**src/rtl/clk_div_prog.sv**
```systemverilog
// Programmable clock divider with a glitch-free divisor reload at the period wrap.
// Optional duty-cycle register: define CLK_DIV_PROG_DUTY_EN to add duty_in.
module clk_div_prog #(
    parameter int WIDTH     = 16,
    parameter int RESET_DIV = 50
) (
    input  logic             clk,
    input  logic             rst_n,
    input  logic             enable,
    input  logic [WIDTH-1:0] div_in,
`ifdef CLK_DIV_PROG_DUTY_EN
    input  logic [WIDTH-1:0] duty_in,
`endif
    input  logic             div_load,
    output logic             div_pending,
    output logic             clk_out,
    output logic             tick_rise,
    output logic             tick_fall
);

    localparam logic [WIDTH-1:0] RST_A = WIDTH'(RESET_DIV);
    localparam logic [WIDTH-1:0] RST_U = WIDTH'(RESET_DIV / 2);
    localparam logic [WIDTH-1:0] ONE   = WIDTH'(1);
    localparam logic [WIDTH-1:0] TWO   = WIDTH'(2);

    logic [WIDTH-1:0] div_a, div_p, cnt;
    logic [WIDTH-1:0] a_n, p_n, c_n;
    logic             pend_v, v_n, clk_n;
    logic [WIDTH-1:0] duty_u, duty_p, u_n, up_n;
    logic [WIDTH-1:0] duty_src;

`ifdef CLK_DIV_PROG_DUTY_EN
    assign duty_src = duty_in;
    function automatic logic [WIDTH-1:0] high_of(input logic [WIDTH-1:0] a, input logic [WIDTH-1:0] u);
        return (u < a) ? u : a;
    endfunction
`else
    assign duty_src = '0;
    function automatic logic [WIDTH-1:0] high_of(input logic [WIDTH-1:0] a, input logic [WIDTH-1:0] u);
        return (a >> 1) | (u & '0);
    endfunction
`endif

    always_comb begin
        a_n   = div_a;
        p_n   = div_p;
        v_n   = pend_v;
        c_n   = cnt;
        clk_n = clk_out;
        u_n   = duty_u;
        up_n  = duty_p;
        if (div_a < TWO) begin
            // Stopped: a pending or fresh divisor is applied regardless of enable,
            // parking C at A-1 so the next enabled edge opens with a rising edge.
            c_n   = '0;
            clk_n = 1'b0;
            if (div_load || pend_v) begin
                a_n = div_load ? div_in : div_p;
                u_n = div_load ? duty_src : duty_p;
                v_n = 1'b0;
                if (a_n >= TWO) c_n = a_n - ONE;
            end
        end else if (enable && cnt == div_a - ONE) begin
            a_n   = div_load ? div_in : (pend_v ? div_p : div_a);
            u_n   = div_load ? duty_src : (pend_v ? duty_p : duty_u);
            v_n   = 1'b0;
            c_n   = '0;
            clk_n = (a_n >= TWO) && (c_n < high_of(a_n, u_n));
        end else begin
            if (div_load) begin
                p_n  = div_in;
                up_n = duty_src;
                v_n  = 1'b1;
            end
            if (enable) begin
                c_n   = cnt + ONE;
                clk_n = c_n < high_of(div_a, duty_u);
            end
        end
    end

    always_ff @(posedge clk or negedge rst_n) begin
        if (!rst_n) begin
            div_a     <= RST_A;
            div_p     <= '0;
            pend_v    <= 1'b0;
            cnt       <= RST_A - ONE;
            duty_u    <= RST_U;
            duty_p    <= '0;
            clk_out   <= 1'b0;
            tick_rise <= 1'b0;
            tick_fall <= 1'b0;
        end else begin
            div_a     <= a_n;
            div_p     <= p_n;
            pend_v    <= v_n;
            cnt       <= c_n;
            duty_u    <= u_n;
            duty_p    <= up_n;
            clk_out   <= clk_n;
            tick_rise <= clk_n & ~clk_out;
            tick_fall <= ~clk_n & clk_out;
        end
    end

    assign div_pending = pend_v;

endmodule

```
**config.mk**
```make
export PLATFORM = sky130hd
export DESIGN_NAME = clk_div_prog
export DESIGN_NICKNAME = d
export VERILOG_FILES = /design/src/rtl/clk_div_prog.sv
export SDC_FILE = /design/constraint.sdc
export NUM_CORES = 1
export LEC_CHECK = 0
export ABC_CLOCK_PERIOD_IN_PS = 3200
export CORE_MARGIN = 1.5
export CORE_UTILIZATION = 30
export DETAILED_ROUTE_END_ITERATION = 6
export GPL_TIMING_DRIVEN = 0
export SKIP_LAST_GASP = 1
export SLEW_MARGIN = 10
export SYNTH_ARGS = -nofsm -noshare
export SYNTH_HDL_FRONTEND = slang
export SYNTH_SLANG_ARGS = --single-unit
```
**constraint.sdc**
```tcl
create_clock -name clk -period 3.2 [get_ports clk]
set_clock_uncertainty 0.05 [all_clocks]
set_input_delay 0.64 -clock clk [delete_from_list [all_inputs] [get_ports clk]]
set_output_delay 0.64 -clock clk [all_outputs]
set_load 0.05 [all_outputs]
```
==> metrics.txt <==
CTS tree built; worst r2r src cnt[0]; post-synth cell types 66; die height 123 um; clock buffer depth 2; Fmax 0.319 GHz; die area 15200 um^2; detail-routed via count per cell 5.82; Syn Nets 550; Setup CP Type register to register; DRC 0; H-tree depth 2; P_leak 2.07 nW; cts bufs inserted 5; core footprint 14000 um^2; CTS Hold Bufs 0; P_sw 663 uW; top_reg_cell synth dfrtp_1; total number of vias 4280; I/O pins 24; Least-Margin Pin Slew 0.701 ns; number of max-cap violations 0; root buf cell clkbuf_16; setup TNS 0 ns; number of synthesized register bits 52; EDFF count, synth 0; leading cell types by count after synthesis dfrtp_1, nand2_1, nor2_1; Worst VDD drop 0.230 mV; relative slew slack 53.2%; clock latency on the worst-skew pair 0.30 ns; reg2reg path depth 14; All-Layer GR Usage 19.9%; clock sink total 52; combinational power share 28.0%; Reg power frac 40.4%; r2r setup slk 0.06 ns; pwr/cell area 383 nW/um^2; dominant cells by area after synthesis dfrtp_1, xnor2_1, ha_1, mux2_2, xor2_1; # setup viols final 0; clock-pin slew on the worst setup and hold paths 0.08 ns; clock power share 31.6%; Mapped Area 4350 um^2; initial antenna violation count 0; cell taking the most area after synthesis dfrtp_1; Routed WL 14700 um; critical-path maximum fanout 5; CP arrival 3.29 ns; Syn Area/Cell 8.49 um^2; fin crit period 3.14 ns; Power Total 2.02 mW; initial core utilization 31.1%; # rows 43; Critical Path Sink Type register; sequential fraction of the synthesis area 30.1%; first drt pass iteration count 5; most common cell in the netlist dfrtp_1; Hold Crit Class input port to asynchronous set/reset pin; Antenna Nets Post-Route 0; WL/cell 20.0 um; first-pass GRT wire length 23100 um; Crit. Startpoint cnt[0]; # diodes 0; run status finished clean; crit start category register; RSZ-0062 raised after global routing yes; nets 592; HPWL Detailed 11100 um; data required time at the worst endpoint 3.35 ns; GRT Residual Overflow 0; number of I/O port buffers 23; Area Growth Syn to Fin 21.4%; R2R Path End tick_fall; Fin. Hold Viols 0; largest net degree at the start of global routing 29; final period utilization 98.1%; Final Max Slew Viols 0; fraction of layout cells with a size suffix above 1 17.3%; Die Width 123 um; filler instances 1441; Net Sw Frac 32.8%; Mapped Cells 512; DR iter-0 viols 353; Critical Path Sink tick_fall; sequential cell area 1310 um^2; multi-input logic area 2940 um^2; Pint 1.36 mW; YS warnings 0; Post-synth ARST share 100%; vias in the first global route 4152; Final GP Congestion 0.937; post-synth top area share 26.5%
## timing repair
item | CTS | global route
resized for setup | 25 | 25
endpoints found under the hold margin | 0 | 0
pin swaps | 7 | 9
setup buffers | 13 | 7
endpoints found under the setup margin | 51 | 32
## worst min-delay path by stage
stage | start | end | slack, ns | cells after the start
floorplan | rst_n | clk_out | 0.29 | 0
global placement | clk_out | tick_rise | 0.39 | 1
detailed placement | clk_out | tick_rise | 0.40 | 1
CTS | rst_n | cnt[3] | 0.32 | 1
global route | rst_n | cnt[3] | 0.35 | 1
finish | rst_n | cnt[2] | 0.29 | 1
## logic make-up after synthesis
| logic type | after synthesis | synth area share (%) |
|---|---|---|
| AO/OA/AOI/OAI | 124 | 19.5 |
| XOR/XNOR | 46 | 9.27 |
| adder cells (fa/ha/maj) | 18 | 5.18 |
| buffers and inverters | 59 | 5.58 |
| flip-flops | 52 | 30.1 |
| multiplexers | 32 | 7.86 |
| AND/OR/NAND/NOR | 181 | 22.6 |
## stage by stage
stage | area [um^2] | utilization [%] | hold WS, ns | std cells | setup WS [ns]
2_1_floorplan | 4350 | - | 0.294 | 512 | 0.0138
3_3_place_gp | 4800 | 34.3 | 0.387 | 715 | -1.81
4_1_cts | 5170 | 36.9 | 0.324 | 731 | 0.00255
6_report | 5280 | 37.7 | 0.295 | 735 | 0.0604
5_1_grt | 5280 | 37.7 | 0.354 | 735 | -0.0359
3_5_place_dp | 4820 | 34.5 | 0.404 | 716 | -1.85
## sequential cells by signal (all words and copies together) (netlist names)
register / flops
cnt: 16
div_a: 16
tick_fall: 1
div_p: 16
tick_rise: 1
clk_out: 1
div_pending: 1
## cells in the final DEF, fill, tap and decap left out, drive strengths merged, types with 16 or more instances in the layout
master	instances
clkdlybuf4s50	21
nor3	16
o21ai	29
inv	26
ha	18
nor2	36
nand3	23
xnor2	27
a21oi	25
clkbuf	20
xor2	19
dfrtp	46
buf	32
mux2	17
nand2	39
## routing by layer
| layer | routed length (um) | up-vias | GRT usage (%) |
|---|---|---|---|
| met4 | 445 | 0 | 7.47 |
| met5 | 0 | - | 0 |
| met3 | 1010 | 34 | 2.49 |
| li1 | - | 1961 | - |
| met1 | 6500 | 2102 | 27.6 |
| met2 | 6730 | 183 | 31.8 |
## power by group through the flow
stage | registers [mW] | clock network [mW] | logic, mW
2_1_floorplan | 0.793 | 0 | 0.380
3_3_place_gp | 0.807 | 0 | 0.528
3_5_place_dp | 0.808 | 0 | 0.539
4_1_cts | 0.807 | 0.652 | 0.551
5_1_grt | 0.828 | 0.671 | 0.632
6_report | 0.818 | 0.639 | 0.568
## final cells by class
class	count	area share, %
multi-input cells	401	55.6
flip-flops and latches	52	24.8
repair buffers	44	7.75
well taps	180	4.27
plain buffers	25	2.51
clock buffers	5	2.37
inverters	25	1.78
clock inverters	3	0.877
## critical path, stage by stage, from the launching register on
cell       delay [ns]
dfstp_2          0.61
ha_4             0.18
nand2_1          0.09
nor2_4           0.15
and3_4           0.22
buf_4            0.12
xor2_1           0.15
ha_1             0.26
nor2b_1          0.14
o21ai_0          0.15
a21oi_1          0.10
a2111oi_2        0.29
and3_4           0.28
o21ai_1          0.06
and3_1           0.18
No activity file was read; power rests on OpenSTA's default activity.
